## src/rtl/div_pkg.sv

```systemverilog
// Shared types and constants for the RV32IM divide/remainder sequencer.
package div_pkg;

  typedef enum logic [1:0] {
    ST_IDLE = 2'd0,
    ST_CALC = 2'd1,
    ST_FIX  = 2'd2,
    ST_DONE = 2'd3
  } state_t;

  localparam logic [2:0] F3_DIV  = 3'b100;
  localparam logic [2:0] F3_DIVU = 3'b101;
  localparam logic [2:0] F3_REM  = 3'b110;
  localparam logic [2:0] F3_REMU = 3'b111;

  localparam logic [31:0] INT_MIN  = 32'h8000_0000;
  localparam logic [31:0] ALL_ONES = 32'hFFFF_FFFF;

endpackage

```

## src/rtl/div_step.sv

```systemverilog
// One radix-2 restoring division iteration on unsigned magnitudes.
module div_step #(
  parameter int WIDTH = 32
) (
  input  logic [WIDTH-1:0] rem,
  input  logic [WIDTH-1:0] quo,
  input  logic [WIDTH-1:0] divisor,
  output logic [WIDTH-1:0] rem_next,
  output logic [WIDTH-1:0] quo_next
);

  // The shifted partial remainder needs one extra bit: it can reach
  // 2*divisor-1, and the trial subtraction's sign lands in the top bit.
  logic [WIDTH:0] shifted;
  logic [WIDTH:0] trial;

  // Shift {rem, quo} left, subtract, keep the difference only if non-negative.
  always_comb begin
    shifted  = {rem, quo[WIDTH-1]};
    trial    = shifted - {1'b0, divisor};
    quo_next = {quo[WIDTH-2:0], ~trial[WIDTH]};
    rem_next = trial[WIDTH] ? shifted[WIDTH-1:0] : trial[WIDTH-1:0];
  end

endmodule

```

## src/rtl/div_sequencer.sv

```systemverilog
// Multi-cycle DIV/DIVU/REM/REMU controller for the EX stage. Works on
// magnitudes for 32 restoring steps, then fixes the sign of the selected
// result. Divide-by-zero and INT_MIN/-1 finish without iterating.
module div_sequencer
  import div_pkg::*;
#(
  parameter int WIDTH = 32
) (
  input  logic             CLK,
  input  logic             RESET,
  input  logic             START,
  input  logic [2:0]       FUNCT3,
  input  logic [WIDTH-1:0] OPERAND_A,
  input  logic [WIDTH-1:0] OPERAND_B,
  input  logic             FLUSH,
  output logic             STALL,
  output logic             BUSY,
  output logic             DONE,
  output logic [WIDTH-1:0] RESULT
);

  state_t           state;
  logic [4:0]       cnt;
  logic [WIDTH-1:0] rem_q;
  logic [WIDTH-1:0] quo_q;
  logic [WIDTH-1:0] dvs_q;
  logic             is_rem_q;
  logic             neg_quo_q;
  logic             neg_rem_q;

  logic [WIDTH-1:0] rem_next;
  logic [WIDTH-1:0] quo_next;

  logic             accept;
  logic             is_signed;
  logic             is_rem;
  logic             div_zero;
  logic             overflow;

  // Two's-complement magnitude of a signed operand; INT_MIN maps to 2^31,
  // which is still exact when read as unsigned.
  function automatic logic [WIDTH-1:0] abs_val(input logic signed [WIDTH-1:0] x);
    return x[WIDTH-1] ? WIDTH'(-x) : x;
  endfunction

  // Conditional negation used by the sign-fix step.
  function automatic logic [WIDTH-1:0] neg_if(input logic [WIDTH-1:0] x, input logic en);
    return en ? WIDTH'(-x) : x;
  endfunction

  // Decode the operation and the cases that need no iteration.
  always_comb begin
    is_signed = (FUNCT3 == F3_DIV) || (FUNCT3 == F3_REM);
    is_rem    = (FUNCT3 == F3_REM) || (FUNCT3 == F3_REMU);
    div_zero  = (OPERAND_B == '0);
    overflow  = is_signed && (OPERAND_A == INT_MIN) && (OPERAND_B == ALL_ONES);
    accept    = (state == ST_IDLE) && START && FUNCT3[2] && !FLUSH;
    STALL     = accept || (state == ST_CALC) || (state == ST_FIX);
  end

  div_step #(
    .WIDTH(WIDTH)
  ) u_step (
    .rem      (rem_q),
    .quo      (quo_q),
    .divisor  (dvs_q),
    .rem_next (rem_next),
    .quo_next (quo_next)
  );

  // Sequencer FSM with registered DONE/BUSY/RESULT; operand registers are
  // data only and are loaded on accept.
  always_ff @(posedge CLK) begin
    if (RESET) begin
      state  <= ST_IDLE;
      cnt    <= 5'd0;
      RESULT <= '0;
      DONE   <= 1'b0;
      BUSY   <= 1'b0;
    end else if (FLUSH) begin
      state <= ST_IDLE;
      DONE  <= 1'b0;
      BUSY  <= 1'b0;
    end else begin
      case (state)
        ST_IDLE: begin
          DONE <= 1'b0;
          if (accept) begin
            is_rem_q  <= is_rem;
            neg_quo_q <= is_signed && (OPERAND_A[WIDTH-1] ^ OPERAND_B[WIDTH-1]);
            neg_rem_q <= is_signed && OPERAND_A[WIDTH-1];
            quo_q     <= is_signed ? abs_val(OPERAND_A) : OPERAND_A;
            dvs_q     <= is_signed ? abs_val(OPERAND_B) : OPERAND_B;
            rem_q     <= '0;
            cnt       <= 5'd0;
            if (div_zero) begin
              RESULT <= is_rem ? OPERAND_A : ALL_ONES;
              state  <= ST_DONE;
              DONE   <= 1'b1;
            end else if (overflow) begin
              RESULT <= is_rem ? '0 : INT_MIN;
              state  <= ST_DONE;
              DONE   <= 1'b1;
            end else begin
              state <= ST_CALC;
              BUSY  <= 1'b1;
            end
          end
        end
        ST_CALC: begin
          rem_q <= rem_next;
          quo_q <= quo_next;
          cnt   <= cnt + 5'd1;
          if (cnt == 5'd31) begin
            state <= ST_FIX;
          end
        end
        ST_FIX: begin
          RESULT <= is_rem_q ? neg_if(rem_q, neg_rem_q) : neg_if(quo_q, neg_quo_q);
          state  <= ST_DONE;
          DONE   <= 1'b1;
          BUSY   <= 1'b0;
        end
        ST_DONE: begin
          state <= ST_IDLE;
          DONE  <= 1'b0;
        end
        default: begin
          state <= ST_IDLE;
          DONE  <= 1'b0;
          BUSY  <= 1'b0;
        end
      endcase
    end
  end

endmodule

```

## config.mk

```make
export PLATFORM = sky130hd
export DESIGN_NAME = div_sequencer
export DESIGN_NICKNAME = d
export VERILOG_FILES = /design/src/rtl/div_pkg.sv /design/src/rtl/div_step.sv /design/src/rtl/div_sequencer.sv
export SDC_FILE = /design/constraint.sdc
export NUM_CORES = 1
export LEC_CHECK = 0
export BUFFER_PORTS_ARGS = -buffer_cell sky130_fd_sc_hd__buf_2
export CAP_MARGIN = 40
export CORE_MARGIN = 3
export CORE_UTILIZATION = 50
export DETAILED_ROUTE_END_ITERATION = 8
export PLACE_DENSITY = 0.72
export SETUP_SLACK_MARGIN = 0.05
export SLEW_MARGIN = 30
export SYNTH_ARGS = -nofsm -noshare
export SYNTH_HDL_FRONTEND = slang
export SYNTH_SLANG_ARGS = --single-unit
export TNS_END_PERCENT = 1
```

## constraint.sdc

```tcl
create_clock -name CLK -period 4.9 [get_ports CLK]
set_clock_uncertainty 0.2 [all_clocks]
set_input_delay 0.735 -clock CLK [delete_from_list [all_inputs] [get_ports CLK]]
set_output_delay 0.735 -clock CLK [all_outputs]
set_load 0.02 [all_outputs]
```

==> results of run 1 <==
==> worst paths after layout <==
kind,start,slack [ns],end
setup / recovery,rem_q[21]$_SDFFCE_PN0P_,1.00,rem_q[0]$_SDFFCE_PN0P_
setup reg to reg,rem_q[21]$_SDFFCE_PN0P_,1.00,rem_q[0]$_SDFFCE_PN0P_
hold reg to reg,cnt[4]$_SDFFE_PP0P_,0.27,cnt[4]$_SDFFE_PP0P_
hold / removal,cnt[4]$_SDFFE_PP0P_,0.27,cnt[4]$_SDFFE_PP0P_
==> through the flow <==
step                worst slack [ns]  power (mW)  hold WS (ns)  util [%]
global route                   0.818        3.14         0.307      58.4
CTS                             1.05        3.03         0.277      58.3
global placement               0.751        1.68         0.262      55.1
floorplan                       1.05        1.55         0.252         -
detailed placement             0.703        1.69         0.268      55.5
finish                          1.00        3.03         0.274      58.4
==> metal layers <==
metal | routed length (um) | vias to the layer above
met2 | 15000 | 415
li1 | - | 5045
met3 | 2170 | 67
met4 | 858 | 0
met1 | 14700 | 5061
met5 | 0 | -
==> worst reg2reg max path: stages (launching register included) <==
cell and delay (ns):
edfxtp_1 0.50, ha_1 0.55, and4_1 0.38, nand4_1 0.18, or3_1 0.38, o32ai_1 0.32
o21a_1 0.58, buf_4 0.31, nor3_1 0.08, o21a_1 0.18
==> logic make-up (layout without fill, tap and decap cells) <==
family	after synthesis	in the layout	share of synthesized area [%]
AND/OR/NAND/NOR	446	446	20.5
AO/OA/AOI/OAI	412	412	24.1
flip-flops	140	140	34.3
XOR/XNOR	136	136	10.8
buffers and inverters	132	210	4.58
adder cells (fa/ha/maj)	45	45	5.16
multiplexers	6	6	0.566
==> sequential cells by signal, indices dropped and copies added, names as in the netlist, 2 cells and up <==
register and cells:
RESULT 32, cnt 5, dvs_q 32, quo_q 32, rem_q 32, state 2
==> synthesized netlist by cell type, types with 13 or more instances <==
master    count  area (um^2)
a211oi_1     13         97.6
a21o_1       20          150
a21oi_1      83          415
clkbuf_1     67          251
dfxtp_1      41          821
edfxtp_1     99         2970
ha_1         44          551
inv_1        53          199
nand2_1     115          432
nand3_1      36          180
nand4_1      22          138
nor2_1      113          424
nor3_1       37          185
o211ai_1     22          165
o21ai_0     123          616
o31ai_1      36          270
o41ai_1      13          114
or3_1        22          138
or4_1        20          150
xnor2_1      77          674
xor2_1       59          517
==> where the power goes <==
group	switching [mW]	internal [mW]	total, mW
logic	0.221	0.136	0.357
clock network	0.543	0.818	1.36
registers	0.0213	1.29	1.31
==> layout make-up <==
type	count	area, um^2	area share, %
inverter	54	203	1.63
clock buffer	19	443	3.55
clock inverter	13	166	1.33
multi-input combinational	1045	6800	54.5
sequential	140	3790	30.4
timing repair buffer	124	728	5.84
tap	275	344	2.76
==> impl_metrics.yaml, run 1 <==
status:
  outcome: "completed"
clocking:
  cts_max_path_buffers: 2
  cts_tree: "built"
  clkTransAtPathRegs_ns: 0.06
  cts_sinks: 140
  cts_resized: 0
  post_cts_buffers: 0
  htreeDepth: 4
  insertion_delay_ns: 0.43
  cts_buffers: 17
  cts_root_buf: "clkbuf_16"
  cts-hold-fix-buffers: 0
finish:
  drive_gt1_share_pct: 13.2
  final_common_cell: "o21ai_0"
  finalNonFillerCells: 1670
  area_delta_synth_final_pct: 12.8
  fin_nets: 1498
  antenna_cells: 0
  final_cell_mix: "122 x o21ai_0, 115 x nand2_1, 112 x nor2_1"
  fin_area_um2: 12500
  n_fill_cell: 1981
worst_hold_path:
  whs_path_depth: 2
  min_path_type: "reg -> reg"
sta:
  setup_viol: 0
  max_slew.worst_pin.slew_ns: 0.816
  max_freq_mhz: 257
  rsz0062_at_grt: "false"
  slew_headroom_pct: 45.5
  post-route-min-period_ns: 3.90
  slew_viol_final: 0
  finalSetupTns_ns: 0
  post-route-period-util_pct: 79.5
  hold_viol_final: 0
floorplan:
  die_y_um: 155
  core_area_um2: 21400
  ioPinCount: 106
  start_util_pct: 51.8
  dieArea_um2: 23900
  die_w_um: 155
  rows: 53
global_routing:
  grt_pass1_vias: 9778
  use_met2_pct: 42.3
  grt_usage_pct: 27.1
  grt_max_degree: 74
  grtUsageMet3_pct: 3.72
  grt_pass1_wl_mm: 52.6
  overflow: 0
  grt_busiest_layer: "met2"
  met1_usage_pct: 39.5
  grt_antenna_before_repair: 0
synthesis:
  yosysSeqAreaShare_pct: 34.3
  synth_nets: 1433
  synth_cell_types: 74
  syn_area_um2: 11100
  ys_ff_latch: 140
  synth_area_per_cell_um2: 8.40
  synth_edf_count: 99
  syn_inst: 1317
  synthArstFlopShare_pct: 0
  yosysWarnings: 0
  synth_ff_type: "edfxtp_1"
worst_setup_path:
  crit_cells: 9
  rr_worst_depth: 9
  path_max_fanout: 17
  crit_chain: "ha_1 -> and4_1 -> nand4_1 -> or3_1 -> o32ai_1 -> o21a_1 -> buf_4 -> nor3_1 -> o21a_1"
  critPathLaunchType: "register"
  end_kind: "register"
  path_buf_inv: 1
  arrival_ns: 3.88
  cp_slowest_stage_delay_ns: 0.58
  critPathKind: "reg -> reg"
  crit_required_ns: 4.89
  crit_family: "compound AO/OA/AOI/OAI gates"
  cp_common_cell: "o21a_1"
  crit_slowest_cell: "o21a_1"
routing:
  num_vias: 10600
  first_iter_violations: 1031
  detail-route-antenna-nets: 0
  totalWireLength_mm: 32.7
  wl_per_cell_um: 19.6
  drc: 0
  vias_per_cell: 6.34
  dr.pass1.iters: 5
pwr:
  power.density_nw_per_um2: 243
  leakage_nw: 4.55
  peakVddDrop_mv: 0.200
flow_run:
  drv_cap: 0
placed_design:
  dpl.cell_count: 1637
  placed_area_um2: 11800
  gp_congestion: 0.954
  io_buffers: 105
  dp_hpwl_mm: 24.3
Power figures use the tool's default switching activity.
==> inputs of run 2 (changes only) <==
--- a/config.mk
+++ b/config.mk
@@ -10,7 +10,7 @@
 export CORE_MARGIN = 3
 export CORE_UTILIZATION = 50
 export DETAILED_ROUTE_END_ITERATION = 8
-export PLACE_DENSITY = 0.72
+export PLACE_DENSITY = 0.69
 export SETUP_SLACK_MARGIN = 0.05
 export SLEW_MARGIN = 30
 export SYNTH_ARGS = -nofsm -noshare
==> constraint.sdc (replaced) <==
create_clock -name CLK -period 3.6 [get_ports CLK]
set_clock_uncertainty 0.2 [all_clocks]
set_input_delay 0.54 -clock CLK [delete_from_list [all_inputs] [get_ports CLK]]
set_output_delay 0.54 -clock CLK [all_outputs]
set_load 0.02 [all_outputs]
==> run 2 against run 1 <==
Against the previous run: sequential power increased by 36%; final cell count grew 3.1%; worst hold slack got worse by 0.12 ns; wire length increased by 3.7%; worst setup slack lost 0.82 ns; global-route usage grew 1.0 points; cell area is 2.8% higher; register-to-register slack got worse by 0.82 ns; combinational power grew 41%.
==> impl_metrics.yaml, run 2 (synthesis gave the netlist of run 1 again) <==
placed_design:
  dp_slack_ns: 0.0508
  gp_congestion: 0.976
  io_buffers: 105
  dp_hpwl_mm: 25.5
  dpl.cell_count: 1687
finish:
  final_common_cell: "o21ai_0"
  n_fill_cell: 1950
  area.sequential_um2: 3790
  finish.utilization_pct: 60.0
  multi_input_area_um2: 6800
  fin_nets: 1550
  finalNonFillerCells: 1722
  final_cell_mix: "122 x o21ai_0, 115 x nand2_1, 112 x nor2_1"
  antenna_cells: 0
  drive_gt1_share_pct: 16.3
  area_delta_synth_final_pct: 15.9
floorplan:
  die_w_um: 155
  ioPinCount: 106
  core_area_um2: 21400
  rows: 53
  start_util_pct: 51.8
  dieArea_um2: 23900
  die_y_um: 155
global_routing:
  grt_usage_pct: 28.2
  grt_pass1_vias: 9904
  grt_pass1_wl_mm: 54.3
  grt_antenna_before_repair: 0
  overflow: 0
  grt_max_degree: 74
pwr:
  finalPower_mw: 3.98
  leakage_nw: 4.78
  power.density_nw_per_um2: 310
  peakVddDrop_mv: 0.367
worst_setup_path:
  crit_required_ns: 3.67
  path_max_fanout: 25
  cp_common_cell: "a21oi_1"
  end_kind: "register"
  crit_slowest_cell: "or4_1"
  startpoint: "rem_q[27]$_SDFFCE_PN0P_"
  critPathKind: "reg -> reg"
  crit_chain: "ha_1 -> a21oi_1 -> o21ai_0 -> o21bai_1 -> a21o_1 -> o21a_1 -> buf_12 -> or4_1 -> a21oi_1"
  critPathLaunchType: "register"
  arrival_ns: 3.49
  cp_slowest_stage_delay_ns: 0.53
  r2r_start: "rem_q[27]$_SDFFCE_PN0P_"
routing:
  totalWireLength_mm: 34.0
  wl_per_cell_um: 19.7
  first_iter_violations: 1163
  detail-route-antenna-nets: 0
  num_vias: 10800
  dr.pass1.iters: 6
  drc: 0
  vias_per_cell: 6.26
sta:
  max_slew.worst_pin.slew_ns: 0.761
  hold_viol_final: 0
  slew_viol_final: 0
  finalSetupTns_ns: 0
  rsz0062_at_grt: "false"
  post-route-min-period_ns: 3.42
  slew_headroom_pct: 49.2
  setup_slack_ns: 0.180
  max_freq_mhz: 292
  post-route-period-util_pct: 95.0
  setup_viol: 0
worst_hold_path:
  hp-start: "OPERAND_B[0]"
  min_path_type: "in -> reg"
clocking:
  clkTransAtPathRegs_ns: 0.07
  cts_max_path_buffers: 2
  insertion_delay_ns: 0.44
  cts_buffers: 17
  cts_root_buf: "clkbuf_16"
  cts_sinks: 140
  post_cts_buffers: 0
  htreeDepth: 4
  cts_tree: "built"
status:
  outcome: "completed"
flow_run:
  drv_cap: 0
-- run 2: cell count changes in the layout (fill, tap and decap cells not counted), moves of 2 or more --
| cell | previous run | this run |
|---|---|---|
| buf_16 | 2 | 0 |
| buf_12 | 1 | 5 |
| buf_4 | 15 | 64 |
| inv_4 | 0 | 2 |
| bufinv_16 | 3 | 0 |
| inv_6 | 2 | 4 |
-- run 2: worst paths after layout --
path / endpoint / slack (ns) / cells past startpoint
worst max-delay path: rem_q[5]$_SDFFCE_PN0P_ / 0.18 / 9
worst min-delay path: dvs_q[0]$_DFFE_PP_ / 0.15 / 1
worst max register to register: rem_q[5]$_SDFFCE_PN0P_ / 0.18 / 9
worst min register to register: cnt[4]$_SDFFE_PP0P_ / 0.29 / 2
-- run 2: routing by layer --
metal | global-route usage [%] | vias up | wire [um]
li1 | - | 5161 | -
met2 | 44.1 | 443 | 15500
met5 | 0 | - | 0
met4 | 8.24 | 0 | 688
met3 | 3.55 | 56 | 2410
met1 | 41.0 | 5123 | 15400
-- run 2: worst max-delay path: cells and delay by family, from the launching register on --
kind                       cells  cell delay [ns]
AOI/OAI and AO/OA              6             1.51
and+or+nand+nor                1             0.53
adders and majority gates      1             0.42
DFF                            1             0.40
buffers and inverters          1             0.18
-- run 2: area by class of cell --
cell class | count | area share, %
multi-input cells | 1045 | 53.0
inverters | 54 | 1.58
clock inverters | 14 | 0.849
flip-flops and latches | 140 | 29.6
repair buffers | 176 | 8.83
well taps | 275 | 2.68
clock buffers | 18 | 3.43
-- run 2: timing repair --
| item | in CTS | in global routing |
|---|---|---|
| resized for setup | 0 | 1 |
| endpoints found under the setup margin | 0 | 2 |
| hold buffers | 0 | 0 |
-- run 2: report_power, final --
part	internal (mW)	switching, mW
sequential	1.76	0.0251
combinational	0.198	0.307
clock	0.912	0.776
total	2.87	1.11
-- run 2: stage by stage --
| stage | area, um^2 | hold WS, ns |
|---|---|---|
| floorplan | 11100 | 0.252 |
| global placement | 12200 | 0.258 |
| detailed placement | 12200 | 0.286 |
| CTS | 12800 | 0.141 |
| global route | 12800 | 0.154 |
| finish | 12800 | 0.152 |
==> inputs of run 3 (changes only) <==
--- a/config.mk
+++ b/config.mk
@@ -7,9 +7,11 @@
 export LEC_CHECK = 0
 export BUFFER_PORTS_ARGS = -buffer_cell sky130_fd_sc_hd__buf_2
 export CAP_MARGIN = 40
+export CORE_ASPECT_RATIO = 1.75
 export CORE_MARGIN = 3
 export CORE_UTILIZATION = 50
 export DETAILED_ROUTE_END_ITERATION = 8
+export MAX_ROUTING_LAYER = met4
 export PLACE_DENSITY = 0.69
 export SETUP_SLACK_MARGIN = 0.05
 export SLEW_MARGIN = 30
==> run 3 against run 2 <==
Against the previous run: worst hold slack got worse by 0.034 ns; cell area increased by 0.91%; first-iteration DRC count decreased by 20%; sequential cell count unchanged; global-route usage increased by 0.37 points; sequential share of layout area decreased by 0.27 points; register-to-register slack got worse by 0.02 ns; final cell count increased by 1.6%; wire length decreased by 1.1%; critical path depth unchanged; via count decreased by 0.59%; worst setup slack got worse by 0.025 ns; highest routed layer unchanged.
==> impl_metrics.yaml, run 3 (synthesis gave the netlist of run 1 again) <==
worst_setup_path:
  crit_required_ns: 3.60
  startpoint: "rem_q[8]$_SDFFCE_PN0P_"
  end_kind: "register"
  cp_slowest_stage_delay_ns: 0.55
  critPathKind: "reg -> reg"
  arrival_ns: 3.44
  critPathLaunchType: "register"
  path_max_fanout: 11
  crit_slowest_cell: "a211oi_1"
  crit_family: "compound AO/OA/AOI/OAI gates"
  crit_chain: "ha_1 -> a21oi_1 -> o211ai_1 -> nor4_1 -> o21ai_0 -> and3_1 -> a211oi_1 -> nor3_1 -> o311a_1"
  rrSetupSlack_ns: 0.16
  path_buf_inv: 0
  rr_worst_depth: 9
  r2r_start: "rem_q[8]$_SDFFCE_PN0P_"
  timing.rr.end: "rem_q[26]$_SDFFCE_PN0P_"
clocking:
  cts_buffers: 17
  cts_max_path_buffers: 2
  insertion_delay_ns: 0.45
  htreeDepth: 4
  clkTransAtPathRegs_ns: 0.06
  cts_root_buf: "clkbuf_16"
  cts_resized: 0
  cts-hold-fix-buffers: 0
  cts_tree: "built"
  cts_sinks: 140
  post_cts_buffers: 0
finish:
  final_cell_mix: "122 x o21ai_0, 115 x nand2_1, 112 x nor2_1"
  area_delta_synth_final_pct: 16.9
  finalNonFillerCells: 1749
  fin_area_um2: 12900
  antenna_cells: 0
  fin_nets: 1560
  final_common_cell: "o21ai_0"
  drive_gt1_share_pct: 16.7
routing:
  num_vias: 10700
  detail-route-antenna-nets: 0
  dr_wl_met2_mm: 17.6
  dr_wl_met3_mm: 1.53
  totalWireLength_mm: 33.6
  first_iter_violations: 934
  wl_per_cell_um: 19.2
  drc: 0
  dr.pass1.iters: 6
  vias_per_cell: 6.13
  wl_met1_mm: 12.3
  routed.top_layer: "met4"
placed_design:
  placed_area_um2: 12300
  dpl.cell_count: 1716
  io_buffers: 105
  dp_hpwl_mm: 26.6
  gp_congestion: 0.966
worst_hold_path:
  whs_path_depth: 1
  min_path_type: "in -> reg"
  hold-path-endpoint: "dvs_q[0]$_DFFE_PP_"
  hp-start: "OPERAND_B[0]"
global_routing:
  grt_max_degree: 69
  grt_usage_pct: 28.6
  grt_antenna_before_repair: 1
  grt_pass1_vias: 10500
  overflow: 0
  grt_pass1_wl_mm: 53.4
floorplan:
  die_w_um: 118
  dieArea_um2: 24000
  ioPinCount: 106
  core_area_um2: 21600
  rows: 71
  start_util_pct: 51.2
  die_y_um: 203
sta:
  max_freq_mhz: 290
  slew_headroom_pct: 43.7
  slew_viol_final: 0
  post-route-min-period_ns: 3.44
  setup_viol: 0
  finalSetupTns_ns: 0
  rsz0062_at_grt: "false"
  hold_viol_final: 0
  post-route-period-util_pct: 95.7
  max_slew.worst_pin.slew_ns: 0.844
pwr:
  power.density_nw_per_um2: 313
  peakVddDrop_mv: 0.332
  finalPower_mw: 4.04
  leakage_nw: 4.85
status:
  outcome: "completed"
flow_run:
  drv_cap: 0
-- run 3: cell count changes in the layout (fill, tap and decap cells not counted), sizes merged --
cell      delta
clkinv       +1
buf         +10
bufinv       +1
clkinvlp     -1
inv          -5
clkbuf       +4
-- run 3: per-stage QoR --
stage                     setup WS [ns]  utilization, %  hold WS, ns
final                             0.155            59.9        0.118
after global routing             0.0671            59.9        0.119
after CTS                         0.229            59.9        0.113
after detailed placement         -0.124            57.2        0.270
after global placement           -0.192            57.1        0.263
after floorplan                   0.363               -        0.252
-- run 3: final cells by class --
cell class | instances | area [um^2]
clock buffer | 22 | 497
multi-input combinational | 1045 | 6790
fill | 1962 | 8650
sequential | 140 | 3790
tap | 292 | 365
inverter | 54 | 203
clock inverter | 10 | 83.8
timing repair buffer | 186 | 1200
-- run 3: worst max path at each step --
| stage | end | slack [ns] | cells after the start |
|---|---|---|---|
| finish | rem_q[26]$_SDFFCE_PN0P_ | 0.16 | 9 |
| floorplan | dvs_q[0]$_DFFE_PP_ | 0.36 | 4 |
| CTS | rem_q[26]$_SDFFCE_PN0P_ | 0.23 | 9 |
| global placement | quo_q[31]$_DFFE_PP_ | -0.19 | 8 |
| global route | rem_q[5]$_SDFFCE_PN0P_ | 0.07 | 11 |
| detailed placement | quo_q[31]$_DFFE_PP_ | -0.12 | 8 |
-- run 3: worst register-to-register path: cells and delay by family (launching register included) --
kind	cells	cell delay [ns]
simple gates	3	0.63
compound gates	5	1.45
fa+ha+maj	1	0.47
flops	1	0.47
-- run 3: per-layer routing --
| metal | track usage, % | up-vias |
|---|---|---|
| li1 | - | 5168 |
| met5 | - | - |
| met2 | 51.1 | 430 |
| met1 | 29.4 | 4983 |
| met3 | 3.68 | 138 |
| met4 | 17.9 | 0 |
-- run 3: report_power, final --
group / leakage [nW] / total [mW] / switching (mW) / internal [mW]
Combinational: 3.32 / 0.510 / 0.309 / 0.201
Sequential: 1.24 / 1.78 / 0.0242 / 1.76
Clock: 0.291 / 1.75 / 0.703 / 1.04
Total: 4.85 / 4.04 / 1.04 / 3.01
